==> config.mk <==
export PLATFORM = sky130hd
export DESIGN_NAME = mem_stage_dmem_ctrl
export DESIGN_NICKNAME = d
export VERILOG_FILES = /design/src/rtl/mem_pkg.sv /design/src/rtl/mem_stage_dmem_ctrl_load_extend.sv /design/src/rtl/mem_stage_dmem_ctrl.sv
export SDC_FILE = /design/constraint.sdc
export NUM_CORES = 1
export LEC_CHECK = 0
export BUFFER_PORTS_ARGS = -buffer_cell sky130_fd_sc_hd__buf_2
export CAP_MARGIN = 20
export CORE_AREA = 2 2 191 193
export DETAILED_ROUTE_END_ITERATION = 10
export DIE_AREA = 0 0 193 195
export GPL_TIMING_DRIVEN = 0
export PLACE_DENSITY_LB_ADDON = 0.08
export SLEW_MARGIN = 30
export SYNTH_ARGS = -nofsm -noshare
export SYNTH_HDL_FRONTEND = slang
export SYNTH_SLANG_ARGS = --single-unit
export TNS_END_PERCENT = 100
==> constraint.sdc <==
create_clock -name clock -period 2.3 [get_ports clock]
set_input_delay 0.23 -clock clock [delete_from_list [all_inputs] [get_ports clock]]
set_output_delay 0.23 -clock clock [all_outputs]
set_load 0.02 [all_outputs]
==> src/rtl/mem_pkg.sv <==
// mem_pkg: shared constants for the memory stage.
//   funct3 load/store size+sign codes, FSM state type, byte-lane masks,
//   and helpers for lane mask and alignment.
package mem_pkg;

  localparam logic [2:0] LB  = 3'b000;
  localparam logic [2:0] LH  = 3'b001;
  localparam logic [2:0] LW  = 3'b010;
  localparam logic [2:0] LD  = 3'b011;
  localparam logic [2:0] LBU = 3'b100;
  localparam logic [2:0] LHU = 3'b101;
  localparam logic [2:0] LWU = 3'b110;

  localparam logic [7:0] MASK_B = 8'h01;
  localparam logic [7:0] MASK_H = 8'h03;
  localparam logic [7:0] MASK_W = 8'h0F;
  localparam logic [7:0] MASK_D = 8'hFF;

  typedef enum logic {
    IDLE = 1'b0,
    WAIT = 1'b1
  } mem_state_e;

  function automatic logic [7:0] size_mask(input logic [1:0] size);
    logic [7:0] m;
    m = MASK_D;
    if (size == LB[1:0])      m = MASK_B;
    else if (size == LH[1:0]) m = MASK_H;
    else if (size == LW[1:0]) m = MASK_W;
    return m;
  endfunction

  function automatic logic is_aligned(input logic [2:0] addr, input logic [1:0] size);
    logic ok;
    ok = (addr == 3'b000);
    if (size == LB[1:0])      ok = 1'b1;
    else if (size == LH[1:0]) ok = (addr[0] == 1'b0);
    else if (size == LW[1:0]) ok = (addr[1:0] == 2'b00);
    return ok;
  endfunction

endpackage

==> src/rtl/mem_stage_dmem_ctrl_load_extend.sv <==
// mem_load_extend: selects the addressed lanes of a read doubleword and
// sign/zero-extends them to 64 bits.
//   dmem_rdata : read doubleword
//   addr       : byte offset within the doubleword
//   funct3     : load size/sign code
//   load_data  : extended result
module mem_load_extend
  import mem_pkg::*;
(
  input  logic [63:0] dmem_rdata,
  input  logic [2:0]  addr,
  input  logic [2:0]  funct3,
  output logic [63:0] load_data
);

  logic [63:0] shifted;

  always_comb begin
    shifted   = dmem_rdata >> {addr, 3'b000};
    load_data = shifted;
    unique case (funct3)
      LB:      load_data = {{56{shifted[7]}},  shifted[7:0]};
      LH:      load_data = {{48{shifted[15]}}, shifted[15:0]};
      LW:      load_data = {{32{shifted[31]}}, shifted[31:0]};
      LD:      load_data = shifted;
      LBU:     load_data = {56'b0, shifted[7:0]};
      LHU:     load_data = {48'b0, shifted[15:0]};
      LWU:     load_data = {32'b0, shifted[31:0]};
      default: load_data = shifted;
    endcase
  end

endmodule

==> src/rtl/mem_stage_dmem_ctrl.sv <==
// mem_stage_dmem_ctrl: MEM stage; turns EX/MEM load/store controls into a
// req/ack transaction on a 64-bit data port, stalls upstream until ack,
// and registers the MEM/WB results.
//   clock, reset_n           : clock, async active-low reset
//   i_*                      : EX/MEM register outputs
//   dmem_req/we/addr/wdata/wstrb, dmem_ack/rdata : data-memory port
//   stall, pc_src            : combinational pipeline controls
//   wb_*                     : MEM/WB register
//   misalign_err             : one-cycle error pulse
// Optional: MEM_TIMEOUT_EN abandons a WAIT after TIMEOUT_CYCLES un-acked cycles.
module mem_stage_dmem_ctrl
  import mem_pkg::*;
#(
  parameter int DMEM_ADDR_W    = 64,
  parameter int TIMEOUT_CYCLES = 255
) (
  input  logic                   clock,
  input  logic                   reset_n,
  input  logic                   i_MemRead,
  input  logic                   i_MemWrite,
  input  logic                   i_MemtoReg,
  input  logic                   i_RegWrite,
  input  logic                   i_Branch,
  input  logic                   i_Zero,
  input  logic                   i_Jump,
  input  logic [2:0]             i_funct3,
  input  logic [63:0]            i_alu_result,
  input  logic [63:0]            i_store_data,
  input  logic [4:0]             i_rd,
  output logic                   dmem_req,
  output logic                   dmem_we,
  output logic [DMEM_ADDR_W-1:0] dmem_addr,
  output logic [63:0]            dmem_wdata,
  output logic [7:0]             dmem_wstrb,
  input  logic                   dmem_ack,
  input  logic [63:0]            dmem_rdata,
  output logic                   stall,
  output logic                   pc_src,
  output logic                   wb_RegWrite,
  output logic                   wb_MemtoReg,
  output logic [63:0]            wb_read_data,
  output logic [63:0]            wb_alu_result,
  output logic [4:0]             wb_rd,
  output logic                   misalign_err
);

  mem_state_e  state, state_n;
  logic        memop, aligned;
  logic [7:0]  wstrb_n;
  logic [63:0] wdata_n;
  logic [63:0] load_data;
  logic        timeout;
  logic        start_req, finish, drop, capture, capture_err;

  assign memop   = i_MemRead | i_MemWrite;
  assign aligned = is_aligned(i_alu_result[2:0], i_funct3[1:0]);
  assign wstrb_n = size_mask(i_funct3[1:0]) << i_alu_result[2:0];
  assign wdata_n = i_store_data << {i_alu_result[2:0], 3'b000};
  assign pc_src  = (i_Branch & i_Zero) | i_Jump;

  // EX/MEM is frozen while stalled, so its address/funct3 stay valid at ack.
  mem_load_extend u_load_extend (
    .dmem_rdata (dmem_rdata),
    .addr       (i_alu_result[2:0]),
    .funct3     (i_funct3),
    .load_data  (load_data)
  );

`ifdef MEM_TIMEOUT_EN
  localparam int unsigned CNT_W = (TIMEOUT_CYCLES > 255) ? $clog2(TIMEOUT_CYCLES + 1) : 8;
  logic [CNT_W-1:0] wait_cnt;

  always_ff @(posedge clock or negedge reset_n) begin
    if (!reset_n)                        wait_cnt <= '0;
    else if (start_req)                  wait_cnt <= '0;
    else if (state == WAIT && !dmem_ack) wait_cnt <= wait_cnt + CNT_W'(1);
  end

  assign timeout = (state == WAIT) && !dmem_ack && (wait_cnt == CNT_W'(TIMEOUT_CYCLES));
`else
  logic unused_timeout_cfg;
  assign unused_timeout_cfg = |TIMEOUT_CYCLES;
  assign timeout = 1'b0;
`endif

  always_ff @(posedge clock or negedge reset_n) begin
    if (!reset_n) state <= IDLE;
    else          state <= state_n;
  end

  always_comb begin
    state_n     = state;
    stall       = 1'b0;
    start_req   = 1'b0;
    finish      = 1'b0;
    drop        = 1'b0;
    capture     = 1'b0;
    capture_err = 1'b0;
    unique case (state)
      IDLE: begin
        if (!memop) begin
          capture = 1'b1;
        end else if (aligned) begin
          stall     = 1'b1;
          start_req = 1'b1;
          state_n   = WAIT;
        end else begin
          capture_err = 1'b1;
        end
      end
      WAIT: begin
        if (dmem_ack) begin
          finish  = 1'b1;
          state_n = IDLE;
        end else if (timeout) begin
          drop    = 1'b1;
          state_n = IDLE;
        end else begin
          stall = 1'b1;
        end
      end
      default: state_n = IDLE;
    endcase
    // Reset releases upstream immediately, even with a memop still presented.
    stall = stall & reset_n;
  end

  always_ff @(posedge clock or negedge reset_n) begin
    if (!reset_n) begin
      dmem_req      <= 1'b0;
      dmem_we       <= 1'b0;
      dmem_addr     <= '0;
      dmem_wdata    <= '0;
      dmem_wstrb    <= '0;
      wb_RegWrite   <= 1'b0;
      wb_MemtoReg   <= 1'b0;
      wb_read_data  <= '0;
      wb_alu_result <= '0;
      wb_rd         <= '0;
      misalign_err  <= 1'b0;
    end else begin
      if (start_req) begin
        dmem_req   <= 1'b1;
        dmem_we    <= i_MemWrite;
        dmem_addr  <= {i_alu_result[DMEM_ADDR_W-1:3], 3'b000};
        dmem_wstrb <= i_MemWrite ? wstrb_n : '0;
        dmem_wdata <= i_MemWrite ? wdata_n : '0;
      end else if (finish || drop) begin
        dmem_req <= 1'b0;
      end

      if (capture || capture_err || finish) begin
        wb_RegWrite   <= i_RegWrite & ~capture_err;
        wb_MemtoReg   <= i_MemtoReg;
        wb_alu_result <= i_alu_result;
        wb_rd         <= i_rd;
        wb_read_data  <= (finish && i_MemRead) ? load_data : '0;
      end else begin
        wb_RegWrite   <= 1'b0;
        wb_MemtoReg   <= 1'b0;
        wb_alu_result <= '0;
        wb_rd         <= '0;
        wb_read_data  <= '0;
      end

      misalign_err <= capture_err | drop;
    end
  end

endmodule

==> metrics.txt <==
via density per instance 5.26; Synth area leader dfrtp_1; CP Data Arrival Time roughly 2.0 ns; gpl congestion between 0.9 and 1; Synth top area share a little over half; Ports ~500; CTS tree done; initial antenna violation count 5; Die Wd ~190 um; XOR/XNOR Fraction of Synth Area 0%; placed cell count roughly 2000; max_slew headroom 39.5%; EDFF count, synth 0; GRT Overall Usage 26.6%; largest family of logic cells by synthesized area multiplexers; number of synthesized register bits 272; synth unique cells 54; area added between synthesis and finish 38.1%; crit path time final 2.26 ns; wire length per cell roughly 24 um; layout cells sized above 1 approximately 43%; Synth Area in Compound Gates about an eighth; Crit Path Category reg -> out; number of H-tree levels 1; outcome completed; max frequency around 440 MHz; Cell Area, Placed between 0.015 and 0.02 mm2; Layout Nets approximately 1900; dominant synthesized flop cell dfrtp_1; mux cell area share after synthesis 22.0%; number of hold violations in the final report 0; clk sinks about 270; first-pass iteration count of the detailed router 5; max-cap violation count 0; Comb pwr share 28.1%; Clock power frac between 30 and 40%; crit path capture type output port; I/O Buffers 480; hold path cells 3; HP Class in -> reg; worst path required time a little over 2 ns; post-route insts no fill 2150; final cycle utilization of the critical path 98.3%; clock buffer count from CTS 31; area share of fa/ha/maj cells after synthesis 0%; CTS root buf clkbuf_16; fin area 0.0180 mm2; Iter 0 DRT Violations between 700 and 800; total vias in the final route between 10000 and 15000; DR DRC count 0; worst-margin pin slew about 0.9 ns; grt total ovfl 0; Routed Wire Length ~51 mm; Overall Power 15.0 mW; sequential share of power between 30% and 40%; Cell Pwr Density approximately 830 mW/mm2; Startpoint Class register; Fin Setup TNS 0 ns; R2R depth 6; static leakage 9.05 nW; row count between 60 and 70; synthesized area 0.0130 mm2; asr flop ratio synth between 90% and 100%; Clock Pin Slew Worst Setup and Hold Paths 0.07 ns; hold slack ~0.014 ns; Max Root-Sink Buffers 3; die area between 0.03 and 0.04 mm2; chip height 195 um; vias in the first global route approximately 11000; Max VDD drop between 0.6 and 0.7 mV; post-synthesis cell count roughly 1100; first-pass GRT wire length about 74 mm; largest net degree at the start of global routing 81; Internal between 10 and 15 mW; register area share after synthesis 52.2%; HPWL after DPL ~40 mm; Clk Latency, worst-skew pair 0.59 ns; Simple-Gate Fraction of Synth Area 8.66%; final setup fails 0; Starting Density 36.8%; Crit Path Max Fanout 10; DRT antenna net count 0; syn_area_per_cell around 12 um2; skew final between 0.007 and 0.008 ns; core area between 0.03 and 0.04 mm2; synth top area cells dfrtp_1 (52%), mux4_2 (7.6%), mux2_2 (7.2%); RSZ-0062 raised after global routing yes; Net Switching ~5.0 mW; Ys Warns 0; fin. max-slew vios 0; switch share about 33%
repair_timing:
action | in CTS | in global routing
setup endpoints to repair | 1 | 3
pin swaps | 1 | 0
endpoints found under the hold margin | 196 | 0
setup buffers | 1 | 0
hold buffers | 82 | 0
resized for setup | 6 | 2
power groups by stage:
| stage | registers [mW] | clock network, mW | logic (mW) |
|---|---|---|---|
| 2_1_floorplan | 6.86 | 0 | 1.39 |
| 3_3_place_gp | 5.91 | 0 | 4.07 |
| 3_5_place_dp | 5.94 | 0 | 4.11 |
| 4_1_cts | 5.86 | 5.05 | 4.26 |
| 5_1_grt | 5.94 | 5.24 | 4.52 |
| 6_report | 5.86 | 4.93 | 4.22 |
metrics by stage:
| stage | worst slack (ns) | utilization (%) |
|---|---|---|
| after global placement | -4.18 | 45.3 |
| after floorplan | 0.503 | - |
| after detailed placement | -0.190 | 45.5 |
| final | 0.0399 | 50.9 |
| after CTS | 0.00265 | 50.8 |
| after global routing | -0.0557 | 50.9 |
worst max-delay path, stage by stage, from the launching register on:
cell and delay, ns:
dfrtp_1 0.37, buf_6 0.15, a2111o_1 0.33, buf_6 0.15
a21boi_4 0.16, nor2b_1 0.13, buf_4 0.15
Yosys cell counts (15+ instances only):
| library cell | instances |
|---|---|
| a21oi_1 | 54 |
| a22o_1 | 27 |
| a22oi_1 | 15 |
| a31oi_1 | 32 |
| and2_1 | 71 |
| buf_2 | 33 |
| buf_6 | 15 |
| clkbuf_1 | 38 |
| dfrtp_1 | 272 |
| mux2_2 | 83 |
| mux2i_1 | 90 |
| mux4_2 | 44 |
| nand2_1 | 88 |
| nand2b_1 | 17 |
| o211ai_1 | 15 |
| o21ai_0 | 50 |
final timing paths:
path                            startpoint                end  slack (ns)
setup / recovery                     state              stall        0.04
hold reg to reg              dmem_wstrb[3]      dmem_wstrb[3]        0.47
min in group asynchronous          reset_n  wb_alu_result[50]        0.14
hold / removal             i_store_data[8]      dmem_wdata[8]        0.01
max in group asynchronous          reset_n   wb_read_data[16]        1.11
setup reg to reg                     state   wb_read_data[54]        0.24
per-layer routing:
metal | wire length, um | global-route usage, % | part of all wire, % | vias to the layer above
met4 | 1570 | 7.69 | 3.0 | 2
li1 | - | - | - | 5082
met3 | 4290 | 5.91 | 8.4 | 88
met5 | 13 | 0 | 0.025 | -
met2 | 24600 | 44.6 | 48 | 518
met1 | 20900 | 34.4 | 41 | 5626
kinds of logic (layout without fill, tap and decap cells):
logic type	Yosys count	in the layout
flip-flops	272	272
AO/OA/AOI/OAI	245	245
multiplexers	221	221
AND/OR/NAND/NOR	219	219
buffers and inverters	105	725
other	1	7
placed cells by master (no fill, tap or decap), types with 5 or more instances in the layout:
cell type / instances
a21oi_1: 54
a22o_1: 27
a22oi_1: 15
a2bb2oi_1: 13
a31oi_1: 32
a32oi_1: 7
and2_1: 71
buf_2: 509
buf_4: 13
buf_6: 17
clkbuf_1: 43
clkbuf_16: 31
clkbuf_8: 6
clkinv_2: 5
dfrtp_1: 272
dlygate4sd3_1: 82
inv_1: 5
mux2_2: 83
mux2i_1: 90
mux4_2: 44
nand2_1: 88
nand2b_1: 17
nor2_1: 10
nor2b_1: 8
o211ai_1: 15
o21ai_0: 50
o2bb2ai_1: 10
layout make-up:
class	count	area, um2
fill	3280	17400
timing repair buffer	566	3330
sequential	272	6810
clock inverter	12	138
tap	461	577
multi-input combinational	688	5670
inverter	6	22.5
buffer	99	579
antenna	4	10.0
clock buffer	42	877
state kept, by name, summed over array words and instances (netlist names):
signal         cells
dmem_req           1
state              1
dmem_addr         61
wb_RegWrite        1
wb_alu_result     64
dmem_wdata        64
wb_MemtoReg        1
dmem_we            1
dmem_wstrb         8
misalign_err       1
wb_rd              5
wb_read_data      64
Power figures use the tool's default switching activity.
